### src/rtl/nd_nto1_rr.sv
// nd_nto1_rr: NCH-input round-robin merger of 4-phase req/ack message channels into one 4-phase output, via an FSZ-deep FIFO.
// Optional NS_NTO1_SRC_TAG_EN adds snd0_src, the granted channel index carried alongside each message.
`ifndef NS_2to1_FSZ
`define NS_2to1_FSZ 4
`endif
`ifndef NS_ADDRESS_SIZE
`define NS_ADDRESS_SIZE 8
`endif
`ifndef NS_DATA_SIZE
`define NS_DATA_SIZE 8
`endif
`ifndef NS_REDUN_SIZE
`define NS_REDUN_SIZE 4
`endif

module nd_nto1_rr #(
  parameter int NCH = 4,
  parameter int FSZ = `NS_2to1_FSZ,
  parameter int ASZ = `NS_ADDRESS_SIZE,
  parameter int DSZ = `NS_DATA_SIZE,
  parameter int RSZ = `NS_REDUN_SIZE
) (
  input  logic                   i_clk,
  input  logic                   reset,
  output logic                   ready,
  output logic [ASZ-1:0]         snd0_addr,
  output logic [DSZ-1:0]         snd0_dat,
  output logic [RSZ-1:0]         snd0_red,
`ifdef NS_NTO1_SRC_TAG_EN
  output logic [$clog2(NCH)-1:0] snd0_src,
`endif
  output logic                   snd0_req,
  input  logic                   snd0_ack,
  input  logic [NCH*ASZ-1:0]     rcv_addr,
  input  logic [NCH*DSZ-1:0]     rcv_dat,
  input  logic [NCH*RSZ-1:0]     rcv_red,
  input  logic [NCH-1:0]         rcv_req,
  output logic [NCH-1:0]         rcv_ack
);
  localparam int PW = $clog2(NCH);
  localparam int IW = $clog2(FSZ);
  localparam int CW = IW + 1;
  localparam int BW = ASZ + DSZ + RSZ;
`ifdef NS_NTO1_SRC_TAG_EN
  localparam int MW = PW + BW;
`else
  localparam int MW = BW;
`endif

  typedef enum logic [1:0] {ST_IDLE, ST_SEND, ST_RELEASE} state_t;

  state_t           r_state, w_state_nxt;
  logic             r_start;
  logic [PW-1:0]    r_ptr;
  logic [IW-1:0]    r_head, r_tail;
  logic [CW-1:0]    r_cnt;
  logic [MW-1:0]    r_mem [FSZ];

  logic [NCH-1:0]   w_pend;
  logic [PW:0]      w_cand;
  logic             w_gnt_vld;
  logic [PW-1:0]    w_gnt_idx;
  logic [PW-1:0]    w_ptr_nxt;
  logic             w_full, w_empty, w_push, w_pop, w_req_clr;
  logic [MW-1:0]    w_wr_msg, w_rd_msg;

  assign w_pend  = rcv_req & ~rcv_ack;
  assign w_full  = (r_cnt == CW'(FSZ));
  assign w_empty = (r_cnt == '0);

  // Rotating scan from r_ptr; the first pending channel in that order wins.
  always_comb begin
    w_gnt_vld = 1'b0;
    w_gnt_idx = '0;
    w_cand    = '0;
    for (int i = 0; i < NCH; i++) begin
      w_cand = {1'b0, r_ptr} + (PW+1)'(i);
      if (w_cand >= (PW+1)'(NCH)) w_cand = w_cand - (PW+1)'(NCH);
      if (!w_gnt_vld && w_pend[w_cand[PW-1:0]]) begin
        w_gnt_vld = 1'b1;
        w_gnt_idx = w_cand[PW-1:0];
      end
    end
  end

  assign w_push    = ready && w_gnt_vld && !w_full;
  assign w_ptr_nxt = (w_gnt_idx == PW'(NCH-1)) ? '0 : w_gnt_idx + 1'b1;

`ifdef NS_NTO1_SRC_TAG_EN
  assign w_wr_msg = {w_gnt_idx, rcv_addr[w_gnt_idx*ASZ +: ASZ],
                     rcv_dat[w_gnt_idx*DSZ +: DSZ], rcv_red[w_gnt_idx*RSZ +: RSZ]};
`else
  assign w_wr_msg = {rcv_addr[w_gnt_idx*ASZ +: ASZ],
                     rcv_dat[w_gnt_idx*DSZ +: DSZ], rcv_red[w_gnt_idx*RSZ +: RSZ]};
`endif
  assign w_rd_msg = r_mem[r_head];

  always_comb begin
    w_state_nxt = r_state;
    w_pop       = 1'b0;
    w_req_clr   = 1'b0;
    case (r_state)
      ST_IDLE:    if (ready && !w_empty) begin w_pop = 1'b1; w_state_nxt = ST_SEND; end
      ST_SEND:    if (snd0_ack) begin w_req_clr = 1'b1; w_state_nxt = ST_RELEASE; end
      ST_RELEASE: if (!snd0_ack) w_state_nxt = ST_IDLE;
      default:    w_state_nxt = ST_IDLE;
    endcase
  end

  // ready lags the release by two edges: r_start marks the init cycle.
  always_ff @(posedge i_clk or negedge reset) begin
    if (!reset) begin
      r_start <= 1'b0;
      ready   <= 1'b0;
      r_state <= ST_IDLE;
      r_ptr   <= '0;
      r_head  <= '0;
      r_tail  <= '0;
      r_cnt   <= '0;
      rcv_ack <= '0;
    end else begin
      r_start <= 1'b1;
      ready   <= r_start;
      r_state <= w_state_nxt;
      if (w_push) begin
        r_ptr  <= w_ptr_nxt;
        r_tail <= r_tail + 1'b1;
      end
      if (w_pop) r_head <= r_head + 1'b1;
      case ({w_push, w_pop})
        2'b10:   r_cnt <= r_cnt + 1'b1;
        2'b01:   r_cnt <= r_cnt - 1'b1;
        default: r_cnt <= r_cnt;
      endcase
      for (int k = 0; k < NCH; k++) begin
        if (w_push && w_gnt_idx == PW'(k)) rcv_ack[k] <= 1'b1;
        else if (!rcv_req[k])              rcv_ack[k] <= 1'b0;
      end
    end
  end

  always_ff @(posedge i_clk) begin
    if (w_push) r_mem[r_tail] <= w_wr_msg;
  end

  always_ff @(posedge i_clk or negedge reset) begin
    if (!reset) begin
      snd0_req  <= 1'b0;
      snd0_addr <= '0;
      snd0_dat  <= '0;
      snd0_red  <= '0;
`ifdef NS_NTO1_SRC_TAG_EN
      snd0_src  <= '0;
`endif
    end else if (w_pop) begin
      snd0_req  <= 1'b1;
      snd0_addr <= w_rd_msg[BW-1 -: ASZ];
      snd0_dat  <= w_rd_msg[DSZ+RSZ-1 -: DSZ];
      snd0_red  <= w_rd_msg[RSZ-1:0];
`ifdef NS_NTO1_SRC_TAG_EN
      snd0_src  <= w_rd_msg[MW-1 -: PW];
`endif
    end else if (w_req_clr) begin
      snd0_req  <= 1'b0;
    end
  end

endmodule
### config.mk
export PLATFORM = sky130hd
export DESIGN_NAME = nd_nto1_rr
export DESIGN_NICKNAME = d
export VERILOG_FILES = /design/src/rtl/nd_nto1_rr.sv
export SDC_FILE = /design/constraint.sdc
export NUM_CORES = 1
export LEC_CHECK = 0
export BUFFER_PORTS_ARGS = -buffer_cell sky130_fd_sc_hd__buf_2
export CAP_MARGIN = 20
export CORE_ASPECT_RATIO = 1.2
export CORE_UTILIZATION = 40
export DETAILED_ROUTE_END_ITERATION = 6
export GPL_TIMING_DRIVEN = 0
export SLEW_MARGIN = 20
export SYNTH_ARGS = -nofsm -noshare
export SYNTH_HDL_FRONTEND = slang
export SYNTH_SLANG_ARGS = --single-unit
### constraint.sdc
create_clock -name i_clk -period 3.2 [get_ports i_clk]
set_clock_uncertainty 0.2 [all_clocks]
set_input_delay 0.16 -clock i_clk [delete_from_list [all_inputs] [get_ports i_clk]]
set_output_delay 0.16 -clock i_clk [all_outputs]
set_load 0.01 [all_outputs]
==> results.txt, run 1 <==
* Average detailed-routed wire length per instance: 18.9 um
- R2r endpoint: r_mem[3][9]$_DFFE_PP_
- CP startpoint kind: flop
* Leakage power: 2.81 nW
- For this configuration, the core starts out at a cell density of 0.413.
* Pre-antenna DRT Iters: 4
- Residual DRC count: 0
- sky130_fd_sc_hd__edfxtp_1 takes more of the synthesized area than any other cell.
* Layout filler cell count: 1,061
* Tot Pwr: 7.30 mW
- EDFF count, synth: 80
- Routed Wire Length: 12.3 mm
- Across the VDD grid, the largest voltage drop is 0.470 mV.
* Synth Cell Area: 5280 um2
- In this run, placement finished with an instance count of 602.
- Routed via count divided by cell count: 5.15
* Transition time of the tightest slew-check pin: 1.10 ns
* Data required time at the worst endpoint: 3.01 ns
* Port-buffer cells: 112
- Yosys synthesis warning count: 0
* Clock Tree Buf Depth: 2
- Routability-driven placement finished with a final weighted congestion of 0.720.
- Number of sinks driven by the clock tree: 118
* DPL Wire Length: 8.36 mm
- Excluding fillers, the count of instances in the completed layout stands at 653.
- Standard cell core area: 12,800 um2
- Post-synthesis sequential area ratio: 0.636
- The count of endpoints failing hold in the final timing report was 0.
- In this run the worst setup path terminates at r_mem[3][9]$_DFFE_PP_.
* Area enclosed by the die boundary: 13,700 um2
- The internal portion of the total power is 4.82 mW.
- Counting the buffers created by CTS gives 17.
* DP Area: 6040 um2
- Global route overflow: 0
- Number of antenna violations at the first check in global routing: 0
* Final total negative setup slack: 0 ns
* Worst Hold Class: input pin to flop
- CP max FO: 20
- When the netlist entered floorplanning its net count stood at 423.
- Across the run, the number of max-cap violations was 0.
- In this run the remaining antenna-violating nets after routing total 0.
- Worst-case headroom to the max-slew limit: 0.267
* Upper clock frequency limit: 353 MHz
* Pin count of the biggest net entering global routing: 39
- Count of inserted antenna diode cells: 0
* # setup viols final: 0
- Top-area cell type share of the netlist area: 0.455
- Number of instances in the synthesized netlist: 326
- STA classifies the critical path endpoint as a flop.
* Number of vias in the routed layout: 3,362
- The worst register-to-register path has a setup slack of 0.36 ns.
- Power spread over the standard cell area amounts to 1070 nW/um2.
- The first global-routing pass estimated 18.8 mm of wire.
* Crit path kind: flop to flop
- The startpoint identified for the worst hold timing path is rcv_dat[10].
- Switching part of the total: 0.339
* Number of library cell types mapped by synthesis: 47
- Die Span X: 107 um
- H-tree level count: 4
- Switching power: 2.47 mW
- Launch point of the critical path: rcv_ack[3]$_DFFE_PN0P_
- Vias in the first global route: 3,530
- Site row count: 45
* Clock tree from TritonCTS: built
* Clock-pin slew of the registers on the worst-case setup and hold paths: 0.05 ns
- Outcome: complete, no violations
- After the last flow step, the layout net total stands at 573.
- At the worst endpoint, the arrival time is 2.65 ns.
- Dominant cells by area after synthesis: sky130_fd_sc_hd__edfxtp_1, sky130_fd_sc_hd__dfrtp_1, sky130_fd_sc_hd__mux4_2
- FF-to-FF Start: rcv_ack[3]$_DFFE_PN0P_
- Starting DRT DRC Count: 136
* Clock Power Share: 0.254
- Share of cells above drive strength 1: 0.427
* Ports: 113
- Total routing resource utilization after global routing: 0.192
- Setup repair after global routing left no endpoint under its margin.
* Logic pwr share: 0.383
- Buffers added to address setup during post-CTS repair amount to 0.
* Die span in y: 128 um
* Fin. max-slew vios: 0
- In the synthesized netlist the async set-or-reset flop fraction comes to 0.322.
* Final cycle utilization of the critical path: 0.886
* Clock latency on the worst-skew pair: 0.41 ns
* FF+latch count, synth: 118
- Footprint of the multi-input gates: 1780 um2
- The finished cells cover 6830 um2.
* Sequential fraction of design power: 0.363
* Minimum clock period after layout: 2.84 ns
- Layout area overhead: 29.5%
* Clock tree root buffer cell: sky130_fd_sc_hd__clkbuf_16
* WHS: 0.0211 ns
* Predominant post-synthesis flop cell: sky130_fd_sc_hd__edfxtp_1
* R2R cell count: 5
* Synth Area per Inst: 16.2 um2
- Sequential standard cell area: 3350 um2
==> worst max-delay path, stage by stage, from the launching register on <==
cell	delay, ns
sky130_fd_sc_hd__dfrtp_1	0.38
sky130_fd_sc_hd__nand2b_2	0.23
sky130_fd_sc_hd__o21ai_2	0.14
sky130_fd_sc_hd__o311a_1	0.32
sky130_fd_sc_hd__buf_2	0.27
sky130_fd_sc_hd__and2_1	0.89
==> worst min path at each step <==
stage / to / slack (ns) / depth (start not counted)
2_1_floorplan: r_cnt[0]$_DFFE_PN0P_ / -0.34 / 0
3_3_place_gp: ready$_DFF_PN0_ / 0.13 / 0
3_5_place_dp: ready$_DFF_PN0_ / 0.14 / 0
4_1_cts: r_mem[3][5]$_DFFE_PP_ / 0.008 / 3
5_1_grt: r_mem[2][5]$_DFFE_PP_ / 0.02 / 3
6_report: r_mem[2][6]$_DFFE_PP_ / 0.02 / 3
==> cell usage in the layout, fill, tap and decap left out, drive strengths merged, types with 6 or more instances in the layout <==
master,count
buf,125
edfxtp,80
dfrtp,38
clkbuf,24
nand2,23
mux2,21
mux2i,20
a31oi,20
a22oi,20
mux4,20
dlygate4sd3,19
inv,10
ha,9
clkinvlp,6
==> metrics by stage <==
stage,setup slack (ns),utilization
finish,0.364,0.534
global route,0.218,0.534
CTS,0.283,0.534
detailed placement,0.301,0.473
global placement,0.326,0.473
floorplan,0.729,-
==> cell usage after synthesis, types with 2 or more instances <==
master	number
sky130_fd_sc_hd__nand2b_1	3
sky130_fd_sc_hd__nand2_1	23
sky130_fd_sc_hd__inv_2	2
sky130_fd_sc_hd__clkbuf_1	6
sky130_fd_sc_hd__buf_2	8
sky130_fd_sc_hd__mux2i_1	20
sky130_fd_sc_hd__ha_1	9
sky130_fd_sc_hd__edfxtp_1	80
sky130_fd_sc_hd__buf_6	4
sky130_fd_sc_hd__a22o_1	4
sky130_fd_sc_hd__inv_1	7
sky130_fd_sc_hd__mux4_2	20
sky130_fd_sc_hd__xor2_1	3
sky130_fd_sc_hd__mux2_4	10
sky130_fd_sc_hd__xnor2_1	3
sky130_fd_sc_hd__nor2_1	4
sky130_fd_sc_hd__a31oi_1	20
sky130_fd_sc_hd__dfrtp_1	38
sky130_fd_sc_hd__and2_1	4
sky130_fd_sc_hd__a22oi_1	20
sky130_fd_sc_hd__nand3_1	2
sky130_fd_sc_hd__mux2_2	10
sky130_fd_sc_hd__a21oi_1	2
==> per-layer routing <==
metal  track usage  share of wire
met1         0.236           0.42
met2         0.340           0.52
met3        0.0407          0.061
met4        0.0580         0.0047
met5             0              0
==> registers in the layout, indices dropped and copies added (netlist names) <==
register	count
r_cnt	3
r_head	2
r_mem	80
r_ptr	2
r_start	1
r_state	2
r_tail	2
rcv_ack	4
ready	1
snd0_addr	8
snd0_dat	8
snd0_red	4
snd0_req	1
==> power groups by stage <==
stage | combinational (mW) | sequential [mW] | clock, mW
3_5_place_dp | 2.81 | 2.68 | 0
6_report | 2.80 | 2.65 | 1.85
4_1_cts | 2.84 | 2.66 | 1.88
3_3_place_gp | 2.73 | 2.65 | 0
5_1_grt | 3.05 | 2.71 | 1.94
2_1_floorplan | 1.88 | 2.69 | 0
==> area by class of cell <==
cell class / count / area share
inverter: 9 / 0.00495
sequential: 118 / 0.491
multi-input combinational: 180 / 0.260
timing repair buffer: 131 / 0.110
clock inverter: 14 / 0.0225
clock buffer: 18 / 0.0643
buffer: 19 / 0.0169
tap: 164 / 0.0300
==> logic make-up (layout without fill, tap and decap cells) <==
logic type | Yosys count | after routing | share of synthesized area
flip-flops | 118 | 118 | 0.636
multiplexers | 61 | 61 | 0.175
AO/OA/AOI/OAI | 57 | 57 | 0.0797
AND/OR/NAND/NOR | 45 | 45 | 0.0455
buffers and inverters | 28 | 191 | 0.0282
adder cells (fa/ha/maj) | 10 | 10 | 0.0251
XOR/XNOR | 6 | 6 | 0.00996
other | 1 | 1 | 0.000711
==> timing repair <==
action                                 in CTS  in global routing
hold buffers                               19                  0
resized for setup                           0                  0
endpoints found under the hold margin      95                  0
setup endpoints to repair                   0                  0
(Power assumes the default switching activity.)
==> inputs of run 2 (changes only) <==
--- a/config.mk
+++ b/config.mk
@@ -5,6 +5,7 @@
 export SDC_FILE = /design/constraint.sdc
 export NUM_CORES = 1
 export LEC_CHECK = 0
+export ABC_AREA = 1
 export BUFFER_PORTS_ARGS = -buffer_cell sky130_fd_sc_hd__buf_2
 export CAP_MARGIN = 20
 export CORE_ASPECT_RATIO = 1.2
==> results.txt, run 2 <==
- The cell row count came to 49 (+8.9%).
- The initial antenna violation count came to 0 (unchanged).
- Share of cells above drive strength 1: 0.256 (-0.172)
- Global route overflow: 0 (unchanged)
* Routed via count divided by cell count: 4.89 (-5.1%)
* Clock Tree Buf Depth: 2 (unchanged)
* # setup viols final: 0 (unchanged)
- Ports: 113 (unchanged)
- The DRC violation total after the first TritonRoute iteration was 241 (+77%).
- The die area is 15,800 um2 (+16%).
- The leakage power total is 3.53 nW (+26%).
- Arrival time of the worst setup path: 3.17 ns (+0.52 ns)
- The share of flip-flops with an asynchronous set or reset came to 0.322 (unchanged).
* Setup fix buffers added after clock tree synthesis: 0 (unchanged)
- The core footprint is 15,000 um2 (+17%).
- The final period utilization was 0.960 (+0.0739).
- Final non-filler cell area: 7650 um2 (+12%)
- Pin count of the biggest net entering global routing: 39 (unchanged)
* CP peak stage delay: 0.46 ns (-0.43 ns)
- The die boundary height was 138 um (+7.7%).
- Minimum clock period after layout: 3.07 ns (+0.237 ns)
- Final estimated routing congestion in global placement: 0.875 (+21%)
- Global-route track usage on met2: 0.356 (+0.0168)
- The number of placed instances with taps included is 983 (+63%).
- In this design, the largest share of critical-path delay is due to simple AND/OR/NAND/NOR gates.
- The maximum vdd drop was 0.611 mV (+30%).
* Number of flip-flops under the largest register name: 80 (unchanged)
- The post-route total power was 9.96 mW (+36%).
* Crit path kind: flop to flop
* Endpoint class of the critical path: flop
- FF+latch count, synth: 118 (unchanged)
- The global-route wire length before repair was 24.1 mm (+28%).
- The TritonCTS buffer count was 17 (unchanged).
- NumNets Final: 902 (+57%)
* Largest registers: r_mem (80), snd0_addr (8), snd0_dat (8)
- The total routing usage reported by global routing is 0.205 (+0.0130).
* Power density over the cells: 1300 nW/um2 (+22%)
* Critical path depth in cells: 14 (+9)
- The cell area after placement was 6980 um2 (+16%).
- Library cell appearing most often on the critical path: sky130_fd_sc_hd__nand3_2
- Met1 capacity usage during global routing: 0.247 (+0.0111)
- CP max FO: 10 (-50%)
- The global routing stage identified its most utilized layer as met2.
* CP startpoint kind: flop
* Pre-antenna DRT Iters: 5 (+1)
- Die Span X: 115 um (+7.7%)
- Most frequent cell after synthesis: sky130_fd_sc_hd__nor2_1
- The number of global-route vias before repair is 4,875 (+38%).
- Port-buffer cells: 112 (unchanged)
- H-tree level count: 4 (unchanged)
- Of all cell types, the one taking the most synthesized area is sky130_fd_sc_hd__edfxtp_1.
- The CTS clock-pin slew for the worst setup and hold paths came to 0.05 ns (about the same).
- Synth Area per Inst: 9.21 um2 (-43%)
* Number of vias in the routed layout: 4,994 (+49%)
- The number of instances on the worst hold path is 5 (+2).
- Most frequent cells in the layout: sky130_fd_sc_hd__buf_2, sky130_fd_sc_hd__nor2_1, sky130_fd_sc_hd__inv_1, sky130_fd_sc_hd__nand2_1, sky130_fd_sc_hd__edfxtp_1
* Yosys synthesis warning count: 0 (unchanged)
* Cell types with the highest counts after synthesis: sky130_fd_sc_hd__nor2_1, sky130_fd_sc_hd__inv_1, sky130_fd_sc_hd__edfxtp_1, sky130_fd_sc_hd__nand2_1, sky130_fd_sc_hd__nand3_1
- Number of instances in the synthesized netlist: 666 (+100%)
- The number of nets with antenna violations after detailed routing came to 0 (unchanged).
- The depth of the worst register-to-register path is 14 (+9).
* EDFF count, synth: 80 (unchanged)
- The routed length per instance came to 15.1 um (-20%).
- Clock tree root buffer cell: sky130_fd_sc_hd__clkbuf_16
- The fraction of post-synthesis cell area in the top cell type by area was 0.392 (-0.0635).
- Post-synthesis sequential area ratio: 0.547 (-0.0887)
- Clock latency on the worst-skew pair: 0.42 ns (about the same)
* Dominant cells by area after synthesis: sky130_fd_sc_hd__edfxtp_1, sky130_fd_sc_hd__dfrtp_1, sky130_fd_sc_hd__nor2_1
- The starting density of the core is 0.410 (-0.00290).
* Count of inserted antenna diode cells: 0 (unchanged)
* Nets in the synthesized netlist: 763 (+80%)
* Upper clock frequency limit: 325 MHz (-7.7%)
* Predominant post-synthesis flop cell: sky130_fd_sc_hd__edfxtp_1
- DPL Wire Length: 11.1 mm (+33%)
- More flip-flops sit in one register than any other, and that register is r_mem.
* Flop2flop setup slack: 0.13 ns (-0.24 ns)
- The number of buffers and inverters on the critical path came to 3 (+2).
- Routed Wire Length: 15.5 mm (+26%)
- The post-synth design cell area was 6130 um2 (+16%).
* RSZ-0062 raised after global routing: no
- Layout area overhead: 24.8%
- Met3 Usage GRT: 0.0453 (+0.00464)
- The tightest min-delay check is of the input pin to flop type.
- Critical Path Slowest Stage Cell: sky130_fd_sc_hd__dfrtp_1
- Residual DRC count: 0 (unchanged)
- Number of sinks driven by the clock tree: 118 (unchanged)
- Count of endpoints failing hold in the final timing report: 0 (unchanged)
- Data required time at the worst endpoint: 3.30 ns (+0.29 ns)
* Number of library cell types mapped by synthesis: 32 (-32%)
- Leaving out fill and tap cells, the most frequent cell in the layout is sky130_fd_sc_hd__buf_2.
- Outcome: complete, no violations
* Total of max-cap violations: 0 (unchanged)
* Non-filler cells in the finished layout: 1,022 (+57%)
* Fin. max-slew vios: 0 (unchanged)
- Transition time of the tightest slew-check pin: 0.976 ns (-0.124 ns)
- The relative slew slack came to 0.349 (+0.0825).
- Worst-path cell chain: inv_2 > nand2_1 > nand2_2 > nand3_2 > nand2_4 > nand4_4 > nand3_2 > clkbuf_4 > ha_1 > inv_1 > fa_1 > a21oi_1 > o21ai_0 > xnor2_1
- The post-route setup TNS came to 0 ns (unchanged).
- Clock tree from TritonCTS: built
## run 2: cell count changes in the layout (fill, tap and decap cells not counted), sizes merged, moves of 12 or more
| cell | before | now |
|---|---|---|
| a22oi | 20 | 0 |
| buf | 125 | 137 |
| dlygate4sd3 | 19 | 7 |
| inv | 10 | 106 |
| mux2 | 21 | 0 |
| mux2i | 20 | 0 |
| mux4 | 20 | 0 |
| nand2 | 23 | 97 |
| nand3 | 2 | 62 |
| nand4 | 0 | 44 |
| nor2 | 4 | 109 |
| o21ai | 4 | 49 |
## run 2: per-stage QoR
stage / setup WS, ns / utilization / hold slack, ns
final: 0.127 / 0.512 / 0.0246
after global routing: 0.0154 / 0.512 / 0.0332
after CTS: 0.0712 / 0.511 / 0.0107
after detailed placement: 0.0943 / 0.467 / 0.142
after global placement: -0.578 / 0.464 / 0.135
after floorplan: 0.376 / - / -0.336
## run 2: path summary, 6_finish.rpt
check	start	end
setup / recovery	r_ptr[1]$_DFFE_PN0P_	r_cnt[2]$_DFFE_PN0P_
hold / removal	rcv_dat[24]	r_mem[3][4]$_DFFE_PP_
setup reg to reg	r_ptr[1]$_DFFE_PN0P_	r_cnt[2]$_DFFE_PN0P_
hold reg to reg	r_start$_DFF_PN0_	ready$_DFF_PN0_
max in group asynchronous	reset	snd0_addr[6]$_DFFE_PN0P_
min in group asynchronous	reset	rcv_ack[3]$_DFFE_PN0P_
## run 2: logic make-up (layout without fill, tap and decap cells)
group           Yosys count  in the layout  share of synthesized area
fa+ha+maj                10             10                     0.0216
xor+xnor                  4              4                    0.00571
flops                   118            118                      0.547
compound gates           73             73                     0.0641
other cells               1              1                   0.000612
simple gates            314            314                      0.260
buf+inv                 146            298                      0.101
## run 2: worst register-to-register path: stages (launching register included)
cell,delay [ns]
sky130_fd_sc_hd__dfrtp_1,0.46
sky130_fd_sc_hd__inv_2,0.16
sky130_fd_sc_hd__nand2_1,0.08
sky130_fd_sc_hd__nand2_2,0.10
sky130_fd_sc_hd__nand3_2,0.10
sky130_fd_sc_hd__nand2_4,0.13
sky130_fd_sc_hd__nand4_4,0.17
sky130_fd_sc_hd__nand3_2,0.20
sky130_fd_sc_hd__clkbuf_4,0.31
sky130_fd_sc_hd__ha_1,0.18
sky130_fd_sc_hd__inv_1,0.07
sky130_fd_sc_hd__fa_1,0.39
sky130_fd_sc_hd__a21oi_1,0.15
sky130_fd_sc_hd__o21ai_0,0.11
sky130_fd_sc_hd__xnor2_1,0.14
## run 2: timing repair
item                                    CTS  global route
hold endpoints to repair                 47             0
endpoints found under the setup margin    0             1
gates resized for setup                   0             2
hold buffers                              7             0
## run 2: area by class of cell
| type | count | area (um2) |
|---|---|---|
| plain buffers | 39 | 216 |
| flip-flops and latches | 118 | 3350 |
| fillers | 1416 | 7300 |
| repair buffers | 120 | 642 |
| clock buffers | 18 | 429 |
| well taps | 204 | 255 |
| clock inverters | 14 | 160 |
| multi-input cells | 402 | 2190 |
| inverters | 107 | 407 |
## run 2: power breakdown
| part | total [mW] | switching [mW] | internal [mW] |
|---|---|---|---|
| Combinational | 5.01 | 3.44 | 1.58 |
| Sequential | 3.06 | 0.240 | 2.82 |
| Clock | 1.88 | 0.668 | 1.21 |
## run 2: per-layer routing
layer | share of wire | vias to the layer above
li1 | - | 2491
met1 | 0.42 | 2311
met2 | 0.50 | 166
met3 | 0.057 | 26
met4 | 0.020 | 0
met5 | 0 | -
==> inputs of run 3 (changes only) <==
--- a/config.mk
+++ b/config.mk
@@ -9,9 +9,10 @@
 export BUFFER_PORTS_ARGS = -buffer_cell sky130_fd_sc_hd__buf_2
 export CAP_MARGIN = 20
 export CORE_ASPECT_RATIO = 1.2
-export CORE_UTILIZATION = 40
+export CORE_UTILIZATION = 44
 export DETAILED_ROUTE_END_ITERATION = 6
 export GPL_TIMING_DRIVEN = 0
+export PLACE_DENSITY = 0.66
 export SLEW_MARGIN = 20
 export SYNTH_ARGS = -nofsm -noshare
 export SYNTH_HDL_FRONTEND = slang
==> results.txt, run 3 (synthesis gave the netlist of run 2 again) <==
- Outcome: complete, no violations
* NumNets Final: 902 (unchanged)
- R2r endpoint: r_cnt[2]$_DFFE_PN0P_
- Share of cells above drive strength 1: 0.253 (-0.00214)
- The weighted congestion at the end of routability-driven global placement came to 0.866 (-0.93%).
- The most critical setup path has its endpoint at r_cnt[2]$_DFFE_PN0P_.
- The top achievable clock speed was 342 MHz (+4.9%).
- Clock tree root buffer cell: sky130_fd_sc_hd__clkbuf_16
* Final cycle utilization of the critical path: 0.915 (-0.0453)
- The worst hold path belongs to the class input pin to flop.
- Number of flip-flops under the largest register name: 80 (unchanged)
* Starting density of the core: 0.457 (+0.0473)
- Share of the core filled with cells: 0.565 (+0.0534)
- FF-to-FF Start: ready$_DFF_PN0_
- The relative slew slack is 0.374 (+0.0248).
- Pre-antenna DRT Iters: 5 (unchanged)
- The die area came to 14,400 um2 (-8.9%).
- Footprint of the multi-input gates: 2200 um2 (+0.34%)
- The post-route cell area came to 7580 um2 (-1.0%).
- The transition time at the pin with the least slew margin was 0.939 ns (-0.0372 ns).
- The maximum vdd drop came to 0.721 mV (+18%).
* CP max FO: 10 (unchanged)
* Count of endpoints failing hold in the final timing report: 0 (unchanged)
* Launch point of the critical path: ready$_DFF_PN0_
- The number of global-route vias before repair came to 4,934 (+1.2%).
- Arrival time of the worst setup path: 3.02 ns (-0.15 ns)
- The number of placed instances with taps included came to 947 (-3.7%).
- DP Area: 6940 um2 (-0.64%)
- The required time of the worst setup path is 3.29 ns (about the same).
* Average detailed-routed wire length per instance: 15.2 um (+0.20%)
* H-tree level count: 4 (unchanged)
* Routed via count divided by cell count: 5.11 (+4.5%)
* Total of max-cap violations: 0 (unchanged)
- The total routing usage reported by global routing was 0.228 (+0.0223).
- The power density relative to cell area came to 1290 nW/um2 (-0.62%).
* DPL Wire Length: 10.8 mm (-3.4%)
- Minimum clock period after layout: 2.93 ns (-0.145 ns)
- The pin count of the biggest net entering global routing came to 39 (unchanged).
- The area occupied by registers was 3350 um2 (unchanged).
* Number of vias in the routed layout: 5,030 (+0.72%)
- Global-route wire length before repair: 24.7 mm (+2.5%)
- Fin. max-slew vios: 0 (unchanged)
- Largest register by flop count: r_mem
- The cell row count is 46 (-6.1%).
* Most frequent cells in the layout: sky130_fd_sc_hd__buf_2, sky130_fd_sc_hd__nor2_1, sky130_fd_sc_hd__inv_1, sky130_fd_sc_hd__nand2_1, sky130_fd_sc_hd__edfxtp_1
- Clock tree from TritonCTS: built
- R2R cell count: 9 (-5)
- The count of antenna diodes in the layout was 0 (unchanged).
* # setup viols final: 0 (unchanged)
- Residual DRC count: 0 (unchanged)
* Layout filler cell count: 1,161 (-18%)
- Endpoint class of the critical path: flop
* Ports: 113 (unchanged)
- The CTS clock-pin slew for the worst setup and hold paths came to 0.05 ns (about the same).
- Layout area overhead: 23.6%
* Remaining antenna violation count: 0 (unchanged)
- Die Span X: 110 um (-4.6%)
- The detailed-route wire length is 15.0 mm (-3.4%).
- The post-route worst setup slack was 0.272 ns (+0.145 ns).
* Global route overflow: 0 (unchanged)
- The worst-skew pair later-pin latency is 0.41 ns (about the same).
* Clock Tree Buf Depth: 2 (unchanged)
- The setup slack of the most critical reg-to-reg path came to 0.27 ns (+0.14 ns).
- Clock buffer count from CTS: 17 (unchanged)
* Die span in y: 131 um (-4.6%)
* Pre-CTS worst setup slack: 0.112 ns (+0.0179 ns)
- The leakage power total was 3.52 nW (-0.44%).
- Port-buffer cells: 112 (unchanged)
* Non-filler cells in the finished layout: 985 (-3.6%)
* Number of antenna violations at the first check in global routing: 0 (unchanged)
- Starting DRT DRC Count: 277 (+15%)
* Number of sinks driven by the clock tree: 118 (unchanged)
- RSZ-0062 raised after global routing: no
* Largest registers: r_mem (80), snd0_addr (8), snd0_dat (8)
- The worst setup path is launched from a flop.
- Crit path kind: flop to flop
- The library cell used most frequently in the layout, excluding fill and tap cells, is sky130_fd_sc_hd__buf_2.
- The core footprint was 13,400 um2 (-10%).
-- run 3: changes by cell type in the layout (fill, tap and decap cells not counted), sizes merged --
cell,delta
clkbuf,+1
clkinv,-2
buf,+1
bufinv,-1
-- run 3: worst min-delay path by stage --
stage,start,endpoint,cells past startpoint
6_report,rcv_dat[16],r_mem[2][4]$_DFFE_PP_,5
5_1_grt,rcv_dat[16],r_mem[0][4]$_DFFE_PP_,5
4_1_cts,rcv_dat[16],r_mem[2][4]$_DFFE_PP_,5
3_5_place_dp,r_start$_DFF_PN0_,ready$_DFF_PN0_,0
3_3_place_gp,reset,rcv_ack[0]$_DFFE_PN0P_,1
2_1_floorplan,reset,r_cnt[0]$_DFFE_PN0P_,0
-- run 3: critical path, stage by stage, from the launching register on --
cell and delay, ns:
sky130_fd_sc_hd__dfrtp_1 0.43, sky130_fd_sc_hd__inv_1 0.10, sky130_fd_sc_hd__nor4_4 0.49, sky130_fd_sc_hd__clkbuf_1 0.50
sky130_fd_sc_hd__ha_1 0.25, sky130_fd_sc_hd__inv_1 0.07, sky130_fd_sc_hd__fa_1 0.38, sky130_fd_sc_hd__a21oi_1 0.15
sky130_fd_sc_hd__o21ai_0 0.11, sky130_fd_sc_hd__xnor2_1 0.13
-- run 3: where the power goes --
group          leakage (nW)  switching (mW)  total [mW]  internal, mW
registers              1.17           0.239        3.06          2.83
clock network         0.269           0.630        1.76          1.13
logic                  2.08            3.39        4.98          1.58
total                  3.52            4.26        9.80          5.54
-- run 3: repair_timing --
item / CTS / global route
buffers inserted: 0 / 0
gates resized for setup: 0 / 5
hold buffers: 7 / 0
endpoints found under the hold margin: 49 / 0
endpoints found under the setup margin: 0 / 1
-- run 3: through the flow --
step / power, mW / TNS [ns] / hold slack (ns)
2_1_floorplan: 6.52 / 0 / -0.336
3_3_place_gp: 7.81 / -37.59 / 0.137
3_5_place_dp: 8.03 / 0 / 0.152
4_1_cts: 9.81 / 0 / 0.00173
5_1_grt: 10.5 / 0 / 0.0345
6_report: 9.80 / 0 / 0.0357
-- run 3: final cells by class --
class,instances,share of cell area
flip-flops and latches,118,0.442
clock buffers,20,0.0576
clock inverters,11,0.0145
well taps,168,0.0277
inverters,107,0.0537
plain buffers,39,0.0291
repair buffers,120,0.0847
multi-input cells,402,0.290
-- run 3: routing by layer --
metal | track usage | share of wire | wire length (um) | vias up
met5 | 0 | 0 | 0 | -
met4 | 0.0763 | 0.015 | 219 | 0
met3 | 0.0521 | 0.057 | 850 | 16
met2 | 0.382 | 0.51 | 7550 | 180
met1 | 0.286 | 0.42 | 6330 | 2347
li1 | - | - | - | 2487
